File: src/rtl/rr_grant_arbiter.sv
// Round-robin arbiter: registered one-hot grant held until the owner releases,
// then rotated to the next requester after the previous owner.
// Optional owner preemption after MAX_HOLD cycles: define TIMEOUT_EN.
module rr_grant_arbiter #(
  parameter int unsigned NUM_REQ  = 4,
  parameter int unsigned ID_W     = 2,
  parameter int unsigned MAX_HOLD = 16
) (
  input  logic               clk,
  input  logic               rst_n,
  input  logic [NUM_REQ-1:0] req,
  output logic [NUM_REQ-1:0] gnt,
  output logic [ID_W-1:0]    gnt_id,
  output logic               gnt_valid,
  output logic               timeout
);

  // Elaboration-time parameter sanity check
  if (NUM_REQ < 2 || NUM_REQ > 16 || ID_W != $clog2(NUM_REQ) || MAX_HOLD < 2) begin : g_bad_param
    $error("rr_grant_arbiter: illegal parameter combination");
  end

  typedef enum logic {IDLE, BUSY} state_t;

  state_t             state;
  logic [ID_W-1:0]    last_ptr;
  logic [ID_W-1:0]    scan_base;
  logic               win_found;
  logic [ID_W-1:0]    win_id;
  logic [NUM_REQ-1:0] win_onehot;
  logic               owner_req;
  int unsigned        idx;

`ifdef TIMEOUT_EN
  localparam int unsigned HC_W = $clog2(MAX_HOLD);
  localparam logic [HC_W-1:0] HOLD_LAST = HC_W'(MAX_HOLD - 1);
  logic [HC_W-1:0] hold_cnt;
`endif

  // Winner scan: starts after the owner while busy (owner excluded), after last_ptr while idle
  always_comb begin
    scan_base  = (state == BUSY) ? gnt_id : last_ptr;
    win_found  = 1'b0;
    win_id     = '0;
    idx        = 0;
    for (int unsigned i = NUM_REQ; i >= 1; i--) begin
      idx = (32'(scan_base) + i) % NUM_REQ;
      if (req[ID_W'(idx)] && !(state == BUSY && ID_W'(idx) == scan_base)) begin
        win_found = 1'b1;
        win_id    = ID_W'(idx);
      end
    end
    win_onehot = NUM_REQ'(1) << win_id;
    owner_req  = |(req & gnt);
  end

  // Grant state machine with registered outputs
  always_ff @(posedge clk or negedge rst_n) begin
    if (!rst_n) begin
      state     <= IDLE;
      last_ptr  <= ID_W'(NUM_REQ - 1);
      gnt       <= '0;
      gnt_id    <= '0;
      gnt_valid <= 1'b0;
`ifdef TIMEOUT_EN
      timeout   <= 1'b0;
      hold_cnt  <= '0;
`endif
    end else begin
`ifdef TIMEOUT_EN
      timeout <= 1'b0;
`endif
      case (state)
        IDLE: begin
          if (win_found) begin
            state     <= BUSY;
            gnt       <= win_onehot;
            gnt_id    <= win_id;
            gnt_valid <= 1'b1;
`ifdef TIMEOUT_EN
            hold_cnt  <= '0;
`endif
          end
        end
        BUSY: begin
          if (owner_req) begin
`ifdef TIMEOUT_EN
            if (hold_cnt == HOLD_LAST && win_found) begin
              last_ptr <= gnt_id;
              gnt      <= win_onehot;
              gnt_id   <= win_id;
              hold_cnt <= '0;
              timeout  <= 1'b1;
            end else if (hold_cnt != HOLD_LAST) begin
              hold_cnt <= hold_cnt + HC_W'(1);
            end
`endif
          end else begin
            last_ptr <= gnt_id;
            if (win_found) begin
              gnt      <= win_onehot;
              gnt_id   <= win_id;
`ifdef TIMEOUT_EN
              hold_cnt <= '0;
`endif
            end else begin
              state     <= IDLE;
              gnt       <= '0;
              gnt_id    <= '0;
              gnt_valid <= 1'b0;
            end
          end
        end
        default: state <= IDLE;
      endcase
    end
  end

`ifndef TIMEOUT_EN
  assign timeout = 1'b0;
`endif

endmodule

File: config.mk
export PLATFORM = sky130hd
export DESIGN_NAME = rr_grant_arbiter
export DESIGN_NICKNAME = d
export VERILOG_FILES = /design/src/rtl/rr_grant_arbiter.sv
export SDC_FILE = /design/constraint.sdc
export NUM_CORES = 1
export LEC_CHECK = 0
export ABC_CLOCK_PERIOD_IN_PS = 4350
export BUFFER_PORTS_ARGS = -buffer_cell sky130_fd_sc_hd__buf_2
export CAP_MARGIN = 20
export CORE_MARGIN = 4
export CORE_UTILIZATION = 30
export CTS_CLUSTER_DIAMETER = 100
export DETAILED_ROUTE_END_ITERATION = 10
export SLEW_MARGIN = 20
export SYNTH_ARGS = -nofsm -noshare
export SYNTH_HDL_FRONTEND = slang
export SYNTH_SLANG_ARGS = --single-unit
File: constraint.sdc
create_clock -name clk -period 4.35 [get_ports clk]
set_input_delay 0.2175 -clock clk [delete_from_list [all_inputs] [get_ports clk]]
set_output_delay 0.2175 -clock clk [all_outputs]
set_load 0.02 [all_outputs]
==> flow_summary.ini, run 1 <==
[finish]
syn_to_final_growth_pct = 13.1
diodes = 0
stdcell_count = 133
final_core_util = 0.364
fin_area_sq_um = 917
final_nets = 110
drive_above_1_share = 0.252

[clock_network]
post_cts_resized = 0
cts.sinks = 10
insertion_delay_ns = 0.27
cts_root_buf = clkbuf_4
cts_made_buffers = 3
clkTransAtPathRegs_ns = 0.07
cts_tree = done
htreeDepth = 1
clk_path_buf_depth = 2

[worst_setup_path]
worstPathRequired_ns = 4.51
endpoint_kind = flip-flop
rr_worst_depth = 7
cp-start-kind = flip-flop
path_max_fanout = 16
critPathKind = flip-flop to flip-flop
arrival_ns = 2.99

[timing]
layout_setup_ws_ns = 1.52
worst_slew_pin_slew_ns = 0.574
hold_viol = 0
max_freq_mhz = 353
relSlewSlack = 0.614
finClkSkew_ns = 0.00236
fin_crit_sh = 0.652
setup_viol = 0
period_needed_ns = 2.83
slew_viol_final = 0
fin_tns_setup_ns = 0
rsz0062_at_grt = no

[detailed_routing]
drt-initial-drc-count = 35
viasPerCell = 5.56
post_drt_wl_per_cell_microns = 13.8
ant_nets = 0
drc = 0
firstDrtPassIters = 4
routed_wl_mm = 1.84
dr_total_vias = 740

[global_routing]
antenna_found_initial = 0
grt_pass1_vias = 687
use_met1 = 0.167
met2_usage = 0.182
use_met3 = 0.0130
grt_max_degree = 17
track_usage = 0.121
busiest_layer = met2
grt-ovfl-total = 0
grt_pass1_wl_mm = 3.25

[synthesis]
netlist_instances = 92
yosysTopAreaCell = dfrtp_1
synthesis.area_sq_um = 811
avgSynthCellArea_sq_um = 8.81
synth.top_cell.area_share = 0.247
synthFlopType = dfrtp_1
synth_cell_types = 43
async_reset_ff_frac = 1.00
ys_warn_count = 0
synthesis.nets = 98
synth_edf_count = 0
seq_area_frac_synth = 0.312
synth_area_leaders = dfrtp_1 (25%), dfstp_2 (6.5%), mux2i_1 (6.2%), nand2_1 (5.1%), a21oi_1 (4.9%)
synth-seq-cells = 10

[floorplanning]
ios = 14
die-area_sq_um = 3600
die_x_microns = 60.0
core_sq_um = 2520
rows = 18
die_y_microns = 60.0
start_util = 0.321

[status]
status = finished clean

[worst_hold_path]
holdCritPathClass = primary input to asynchronous set/reset pin

[job]
drv_cap = 0

[pwr]
leakagePower_uw = 0.000409
ir_worst_vdd_mv = 0.324
powerDensity_nw_per_um2 = 821

[place]
place.detailed.hpwl_mm = 1.38
io_buffers = 12
place_congestion = 0.767
dp_slack_ns = 1.52
placed_cells = 128
place_area_sq_um = 871
## placed cells by master, fill, tap and decap left out, drive strengths merged, types with 2 or more instances in the layout
master / count
o221ai: 2
mux2i: 6
o211ai: 2
a21oi: 8
clkbuf: 4
buf: 12
o21ai: 4
a22oi: 3
xor2: 2
dfrtp: 8
inv: 3
mux2: 3
dfstp: 2
nor3: 2
nand2: 11
nor2: 7
nand3: 2
## final cells by class
type	instances	area, sq um
timing repair buffer	13	70.1
sequential	10	253
tap	30	37.5
fill	274	1610
clock buffer	4	36.3
multi-input combinational	73	509
inverter	3	11.3
## per-layer routing
| layer | share of wire | vias to the layer above |
|---|---|---|
| met5 | 0 | - |
| met4 | 0.028 | 0 |
| met3 | 0.044 | 5 |
| met2 | 0.45 | 20 |
| met1 | 0.48 | 351 |
| li1 | - | 364 |
## kinds of logic after synthesis
group / synth area share
compound gates: 0.247
xor+xnor: 0.0216
buf+inv: 0.0602
flops: 0.312
mux: 0.136
other cells: 0.00463
simple gates: 0.219
## worst max-delay path, cell delays in order, from the launching register on
cell	delay (ns)
dfrtp_1	0.70
mux2i_4	0.46
mux2i_1	0.22
a21oi_1	0.09
nor4_4	0.59
nor2_2	0.08
a32o_1	0.26
a311o_1	0.31
## sequential cells by signal (all words and copies together) (netlist names)
signal     count
gnt_id         2
gnt_valid      1
gnt            4
last_ptr       2
state          1
## report_power, final
part | total [uW] | internal, uW | switching, uW
Sequential | 213 | 143 | 70.2
Clock | 84.8 | 50.9 | 33.9
Combinational | 455 | 201 | 254
Total | 753 | 395 | 358
## through the flow
stage	total power (uW)	hold slack, ns
floorplan	576	-0.0781
global placement	665	0.0860
detailed placement	668	0.0905
CTS	757	0.326
global route	823	0.372
finish	753	0.329
## cells in the mapped netlist (2+ instances only)
cell type / n
a21oi_1: 8
a22oi_1: 3
buf_2: 3
dfrtp_1: 8
dfstp_2: 2
inv_1: 3
mux2_2: 2
mux2i_1: 5
nand2_1: 11
nand3_1: 2
nor2_1: 6
nor3_1: 2
o211ai_1: 2
o21ai_0: 4
o221ai_1: 2
xor2_1: 2
## repair_timing
action	CTS	global route
setup buffers	0	0
hold endpoints to repair	8	0
hold buffers	1	0
## final timing paths
check | startpoint | to | slack (ns)
min | rst_n | gnt_valid | 0.33
max in group asynchronous | rst_n | last_ptr[1] | 3.77
min reg2reg | gnt_valid | gnt_valid | 0.53
max reg2reg | state | gnt[0] | 1.52
max | state | gnt[0] | 1.52
min in group clk | gnt_valid | gnt_valid | 0.53
Note: power is estimated with default switching activity, not from simulation.
==> run 2, diff against run 1 <==
--- a/config.mk
+++ b/config.mk
@@ -5,7 +5,7 @@
 export SDC_FILE = /design/constraint.sdc
 export NUM_CORES = 1
 export LEC_CHECK = 0
-export ABC_CLOCK_PERIOD_IN_PS = 4350
+export ABC_CLOCK_PERIOD_IN_PS = 2600
 export BUFFER_PORTS_ARGS = -buffer_cell sky130_fd_sc_hd__buf_2
 export CAP_MARGIN = 20
 export CORE_MARGIN = 4
==> constraint.sdc (replaced) <==
create_clock -name clk -period 2.6 [get_ports clk]
set_input_delay 0.13 -clock clk [delete_from_list [all_inputs] [get_ports clk]]
set_output_delay 0.13 -clock clk [all_outputs]
set_load 0.02 [all_outputs]
==> flow_summary.ini, run 2 (synthesis gave the netlist of run 1 again) <==
[timing]
rsz0062_at_grt = no
period_needed_ns = 2.31
hold_viol = 0
max_freq_mhz = 432
setup_viol = 0
finClkSkew_ns = 0.000688
slew_viol_final = 0
fin_tns_setup_ns = 0
fin_crit_sh = 0.890

[clock_network]
clkTransAtPathRegs_ns = 0.06
cts_made_buffers = 3
clk_path_buf_depth = 2
insertion_delay_ns = 0.26
htreeDepth = 1
cts_root_buf = clkbuf_4
cts.sinks = 10
cts_tree = done

[finish]
final_common_cell = buf_2
mostFrequentLayoutCells = buf_2 (12), nand2_1 (11), a21oi_1 (8), dfrtp_1 (7), nor2_1 (6)
regMostFlops = gnt
top_regs = gnt: 4 flops, gnt_id: 2 flops, last_ptr: 2 flops
fin_area_sq_um = 948
final_core_util = 0.376
drive_above_1_share = 0.290
largest_reg_flops = 4
syn_to_final_growth_pct = 17.0
diodes = 0
final_nets = 114

[floorplanning]
core_sq_um = 2520
ios = 14
die-area_sq_um = 3600
die_y_microns = 60.0
rows = 18
start_util = 0.321
die_x_microns = 60.0

[detailed_routing]
ant_nets = 0
drc = 0
firstDrtPassIters = 4
drt-initial-drc-count = 20
post_drt_wl_per_cell_microns = 13.9
dr_total_vias = 738
routed_wl_mm = 1.91
viasPerCell = 5.39

[global_routing]
track_usage = 0.120
antenna_found_initial = 0
grt_pass1_vias = 735
grt-ovfl-total = 0
grt_max_degree = 11
grt_pass1_wl_mm = 3.31

[worst_hold_path]
holdCritPathClass = primary input to asynchronous set/reset pin

[job]
drv_cap = 0

[place]
place.detailed.hpwl_mm = 1.48
place_congestion = 0.806
io_buffers = 12
place_area_sq_um = 901

[pwr]
powerDensity_nw_per_um2 = 1390
leakagePower_uw = 0.000428
ir_worst_vdd_mv = 0.555

[worst_setup_path]
cp_cell_sequence = mux2_4, or3b_1, a31oi_1, o31ai_1, and2_4, a32o_1, a311o_1
critPathKind = flip-flop to flip-flop
endpoint_kind = flip-flop
worstPathRequired_ns = 2.75
cpPeakStageDelay_ns = 0.48
arrival_ns = 2.46
worst_path_max_delay_cell = dfrtp_2
path_max_fanout = 8
cp-start-kind = flip-flop

[status]
status = finished clean
## run 2: changes by cell type in the layout (fill, tap and decap cells not counted), sizes merged
| cell | previous run | this run |
|---|---|---|
| buf | 12 | 16 |
## run 2: path summary, 6_finish.rpt
kind	slack, ns	endpoint	depth (start not counted)	startpoint
max in group asynchronous	2.09	last_ptr[0]	2	rst_n
max	0.29	gnt[0]	7	state
min	0.25	gnt_id[1]	2	rst_n
max reg2reg	0.29	gnt[0]	7	state
min in group clk	0.51	gnt_id[1]	4	req[0]
min reg2reg	0.53	gnt_valid	2	gnt_valid
## run 2: worst max-delay path, delay by kind of cell (launching register included)
family | cells | cell delay (ns)
AOI/OAI and AO/OA | 4 | 0.80
DFF | 1 | 0.48
muxes | 1 | 0.36
and+or+nand+nor | 2 | 0.57
## run 2: what timing repair did
item,in CTS,in global routing
endpoints found under the hold margin,10,0
setup endpoints to repair,0,1
setup buffers,0,0
hold buffers,1,0
resized for setup,0,1
## run 2: layer usage
layer / routed length, microns / up-vias / track usage
li1: - / 368 / -
met5: 0 / - / 0
met2: 837 / 21 / 0.184
met1: 926 / 346 / 0.165
met4: 21 / 0 / 0.0380
met3: 126 / 3 / 0.0281
## run 2: power by group
part	internal, uW	switching [uW]	total (uW)
combinational	379	467	846
sequential	241	93.0	334
clock	85.0	50.7	136
total	705	611	1320
## run 2: layout make-up
cell class | instances | area (sq um)
fill | 269 | 1570
multi-input combinational | 73 | 509
timing repair buffer | 17 | 100
sequential | 10 | 254
clock buffer | 4 | 36.3
inverter | 3 | 11.3
tap | 30 | 37.5
## run 2: per-stage QoR
stage | setup WS (ns) | hold slack, ns | power [uW] | cells
4_1_cts | 0.193 | 0.253 | 1330 | 137
2_1_floorplan | 0.216 | -0.166 | 964 | 92
6_report | 0.286 | 0.255 | 1320 | 137
3_3_place_gp | 0.207 | 0.00213 | 1170 | 132
5_1_grt | 0.123 | 0.276 | 1430 | 137
3_5_place_dp | 0.210 | 0.000808 | 1180 | 132
